### src/rtl/fpu_ss_offload_buffer.sv
// Offload request FIFO between the X-interface issue side and the FPU subsystem decoder.
// Optional same-cycle bypass on an empty buffer: define FPU_SS_OFFLOAD_BUFFER_FALLTHROUGH_EN.

package fpu_ss_pkg;

  typedef struct packed {
    logic [2:0][31:0] rs;
    logic [31:0]      instr_data;
    logic [3:0]       id;
    logic [1:0]       mode;
  } offloaded_data_t;

endpackage

module fpu_ss_offload_buffer #(
  parameter int unsigned DEPTH = 4
) (
  input  logic                          clk_i,
  input  logic                          rst_ni,
  input  logic                          flush_i,
  input  logic                          in_valid_i,
  output logic                          in_ready_o,
  input  fpu_ss_pkg::offloaded_data_t   in_data_i,
  output logic                          out_valid_o,
  input  logic                          out_ready_i,
  output fpu_ss_pkg::offloaded_data_t   out_data_o,
  output logic [$clog2(DEPTH):0]        usage_o,
  output logic                          full_o,
  output logic                          empty_o
);

  localparam int unsigned PtrW = $clog2(DEPTH);
  localparam logic [PtrW:0] UsageFull = (PtrW + 1)'(DEPTH);

  logic [PtrW-1:0] rd_ptr_q, rd_ptr_d;
  logic [PtrW-1:0] wr_ptr_q, wr_ptr_d;
  logic [PtrW:0]   usage_q, usage_d;

  fpu_ss_pkg::offloaded_data_t mem_q [DEPTH];

  logic push;
  logic store;
  logic pop_mem;

  assign full_o     = (usage_q == UsageFull);
  assign empty_o    = (usage_q == '0);
  assign usage_o    = usage_q;
  assign in_ready_o = !full_o;
  assign push       = in_valid_i & in_ready_o;

`ifdef FPU_SS_OFFLOAD_BUFFER_FALLTHROUGH_EN
  logic bypass;

  // An empty buffer presents the incoming request directly; it is only stored if not taken.
  assign bypass      = empty_o & in_valid_i & !flush_i & rst_ni;
  assign out_valid_o = !empty_o | bypass;
  assign out_data_o  = bypass ? in_data_i : mem_q[rd_ptr_q];
  assign store       = push & !(bypass & out_ready_i);
  assign pop_mem     = !empty_o & out_ready_i;
`else
  assign out_valid_o = !empty_o;
  assign out_data_o  = mem_q[rd_ptr_q];
  assign store       = push;
  assign pop_mem     = out_valid_o & out_ready_i;
`endif

  always_comb begin
    rd_ptr_d = rd_ptr_q;
    wr_ptr_d = wr_ptr_q;
    usage_d  = usage_q;
    if (flush_i) begin
      rd_ptr_d = '0;
      wr_ptr_d = '0;
      usage_d  = '0;
    end else begin
      // Power-of-two depth: pointers wrap naturally at DEPTH-1.
      if (store) wr_ptr_d = wr_ptr_q + PtrW'(1);
      if (pop_mem) rd_ptr_d = rd_ptr_q + PtrW'(1);
      usage_d = usage_q + (PtrW + 1)'(store) - (PtrW + 1)'(pop_mem);
    end
  end

  always_ff @(posedge clk_i) begin
    if (!rst_ni) begin
      rd_ptr_q <= '0;
      wr_ptr_q <= '0;
      usage_q  <= '0;
    end else begin
      rd_ptr_q <= rd_ptr_d;
      wr_ptr_q <= wr_ptr_d;
      usage_q  <= usage_d;
    end
  end

  // Storage is not reset; it is only written on an accepted, retained push.
  always_ff @(posedge clk_i) begin
    if (rst_ni && !flush_i && store) begin
      mem_q[wr_ptr_q] <= in_data_i;
    end
  end

endmodule

### config.mk
export PLATFORM = sky130hd
export DESIGN_NAME = fpu_ss_offload_buffer
export DESIGN_NICKNAME = d
export VERILOG_FILES = /design/src/rtl/fpu_ss_offload_buffer.sv
export SDC_FILE = /design/constraint.sdc
export NUM_CORES = 1
export LEC_CHECK = 0
export ABC_AREA = 0
export CORE_MARGIN = 8
export CORE_UTILIZATION = 50
export DETAILED_ROUTE_END_ITERATION = 16
export PLACE_DENSITY_LB_ADDON = 0.12
export SETUP_SLACK_MARGIN = 0.02
export SLEW_MARGIN = 10
export SYNTH_ARGS = -nofsm -noshare
export SYNTH_HDL_FRONTEND = slang
export SYNTH_SLANG_ARGS = --single-unit
### constraint.sdc
create_clock -name clk_i -period 3.9 [get_ports clk_i]
set_clock_uncertainty 0.05 [all_clocks]
set_input_delay 0.585 -clock clk_i [delete_from_list [all_inputs] [get_ports clk_i]]
set_output_delay 0.585 -clock clk_i [all_outputs]
set_load 0.005 [all_outputs]
==> results of run 1 <==
==> cells by family after synthesis <==
kind of cell | share of synthesized area [%]
adder cells (fa/ha/maj) | 0.480
AO/OA/AOI/OAI | 0.234
flip-flops | 82.2
multiplexers | 15.2
AND/OR/NAND/NOR | 0.638
buffers and inverters | 1.17
XOR/XNOR | 0.0884
==> final timing paths <==
check,slack [ns],start,end,depth (start not counted)
setup / recovery,0.54,flip-flop,out_data_o[81],3
hold / removal,0.43,rd_ptr_q[1],flip-flop,2
setup reg to reg,1.41,usage_o[2],usage_o[2],9
hold reg to reg,0.43,rd_ptr_q[1],flip-flop,2
==> power by group through the flow <==
stage	sequential, W	clock (W)	combinational (W)
2_1_floorplan	0.00665	0	0.000208
3_3_place_gp	0.00665	0	0.000611
3_5_place_dp	0.00665	0	0.000619
4_1_cts	0.00653	0.00490	0.000623
5_1_grt	0.00653	0.00510	0.000654
6_report	0.00653	0.00478	0.000608
==> registers in the layout, summed over array words and instances, names as in the netlist, named ones only <==
signal and count:
mem_q 536, rd_ptr_q 2, wr_ptr_q 2, usage_o 3
==> layout by cell type (no fill, tap or decap) <==
cell             netlist  final
or3_1                  1      1
clkdlybuf4s50_1        0    279
xnor2_1                2      2
inv_6                  0      2
edfxtp_1             536    536
diode_2                0      2
buf_12                 0     15
nor2b_1                1      1
dfxtp_1                9      7
inv_1                  8      8
and2_1                 2      2
a21o_2                 1      1
nand3_1                1      1
nand2b_1               1      1
bufinv_16              0      4
o21ai_0                3      3
nand2_1                2      2
buf_4                  0     10
fa_1                   1      1
clkinv_1               0     14
ha_1                   6      6
nand4b_1               1      1
clkinv_2               0     10
a21oi_1                2      2
dfxtp_4                0      2
clkbuf_16              0     53
nor2_1                 1      1
or3_2                  1      1
or3b_1                 1      1
and3_4                 0      4
o31ai_2                1      1
and2_4                 2      2
clkbuf_1               7     11
clkinvlp_4             0      1
mux4_2               134    134
nand4_1                1      1
==> layer usage <==
layer | track usage [%] | wire (um)
met1 | 23.0 | 16900
met2 | 27.2 | 19500
met3 | 4.85 | 2600
met4 | 5.33 | 825
met5 | 0 | 36
==> worst max-delay path: cells and delay by family, from the launching register on <==
family | cells | cell delay [ns]
flops | 1 | 0.71
buf+inv | 2 | 0.87
mux | 1 | 0.53
==> cell type report <==
cell class	count	area share, %
inverter	8	0.120
timing repair buffer	304	12.6
tap	525	2.62
multi-input combinational	169	13.2
antenna	2	0.0200
sequential	545	64.9
clock inverter	31	0.988
clock buffer	64	5.45
==> metrics by stage <==
step,hold WS [ns],util (%),instances
floorplan,0.409,-,753
CTS,0.437,63.5,1646
global placement,0.410,59.4,1551
detailed placement,0.428,59.4,1551
finish,0.432,63.6,1648
global route,0.452,63.5,1646
==> impl_metrics.json, run 1 <==
{
  "combPwrFrac_pct": 5.1,
  "synth_area_per_cell_um2": 26.3,
  "start_kind": "flip-flop",
  "mappedNetlistArea_um2": 19800,
  "p_clk_share_pct": 40.1,
  "hold_viol": 0,
  "vias": 8932,
  "place_area_um2": 23500,
  "p_seq_share_pct": 54.8,
  "yosysTopAreaCell": "edfxtp_1",
  "dp_slack_ns": 0.960,
  "clk_latency_ns": 0.58,
  "irDropWorstVdd_uv": 386,
  "core-area_um2": 39500,
  "fillers": 2706,
  "clk_pin_slew_worst_paths_ns": 0.06,
  "crit_required_ns": 3.26,
  "setup_slack_ns": 0.538,
  "syn-num-nets": 899,
  "cp-end-kind": "primary output",
  "yosys_warnings": 0,
  "yosysMostFrequentCell": "edfxtp_1",
  "multi_input_area_um2": 3320,
  "ctsLongestPathBuffers": 3,
  "max_freq_ghz": 0.297,
  "switchingPower_w": 0.00229,
  "period_minus_slack_ns": 3.36,
  "rsz0062_at_grt": "no",
  "path_cells": "buf_4, mux4_2, clkdlybuf4s50_1",
  "max_stage_delay_ns": 0.71,
  "area_growth_pct": 26.6,
  "fin_crit_sh_pct": 86.2,
  "antenna_found_initial": 3,
  "drtAntennaViolNets": 0,
  "place_hpwl_mm": 25.2,
  "grt_usage_pct": 17.1,
  "async_reset_ff_share_pct": 0,
  "regArea_um2": 16300,
  "setup_tns_ns": 0,
  "cts_tree": "built",
  "syn_inst": 753,
  "port_buffers": 279,
  "cts_root_buffer": "clkbuf_16",
  "stdcell_area_um2": 25100,
  "crit_slowest_cell": "dfxtp_4",
  "run_status": "complete, no violations",
  "cts_max_level": 2,
  "synth_common_cells": "edfxtp_1, mux4_2, buf_2",
  "synth_edf_count": 536,
  "synth_cell_type_count": 27,
  "cts_sinks": 545,
  "yosysTopAreaCellShare_pct": 81.2,
  "wire_per_inst_um": 24.2,
  "grt_max_degree": 76,
  "synth_seq_area_share_pct": 82.2,
  "die_area_um2": 46200,
  "layout-drive-gt1-share_pct": 21.4,
  "netSwitchingFraction_pct": 19.3,
  "cts_setup_buffers": 0,
  "grt_pass1_vias": 9772,
  "tightest_slew_ns": 0.571,
  "die_y_um": 215,
  "cp.arrival_ns": 2.73,
  "initial_utilization_pct": 50.2,
  "leakagePower_nw": 7.79,
  "finalNetCount": 1227,
  "grt_pass1_wl_mm": 60.7,
  "drtIter0Drc": 492,
  "slew_viol_final": 0,
  "maxSlewHeadroom_pct": 61.9,
  "ctsHoldBuffers": 0,
  "cap_violations": 0,
  "synth_ff_type": "edfxtp_1",
  "drtPass1Iterations": 5,
  "ios": 280,
  "num_rows": 73,
  "place.gp.congestion": 0.717,
  "wirelength_mm": 39.8,
  "die_x_um": 215,
  "setup-violations-final": 0,
  "p_per_area_nw_per_um2": 475,
  "crit_type": "flip-flop to primary output",
  "hold_path_class": "flip-flop to flip-flop",
  "post_cts_resized": 0,
  "numCtsBuffers": 53,
  "cp_max_fo": 26,
  "synth_area_leaders": "edfxtp_1, mux4_2, dfxtp_1, buf_6, buf_2",
  "routed_via_density": 5.42,
  "ys_seq_elements": 545,
  "total_power_w": 0.0119,
  "cell_internal_pwr_w": 0.00962,
  "drc": 0,
  "grt.overflow.total": 0
}
No activity file was read; power rests on OpenSTA's default activity.
==> run 2, diff against run 1 <==
--- a/config.mk
+++ b/config.mk
@@ -6,6 +6,7 @@
 export NUM_CORES = 1
 export LEC_CHECK = 0
 export ABC_AREA = 0
+export ABC_CLOCK_PERIOD_IN_PS = 3900
 export CORE_MARGIN = 8
 export CORE_UTILIZATION = 50
 export DETAILED_ROUTE_END_ITERATION = 16
==> results of run 2 <==
Same layout as run 1: the final DEF is identical, and so are final timing and power.
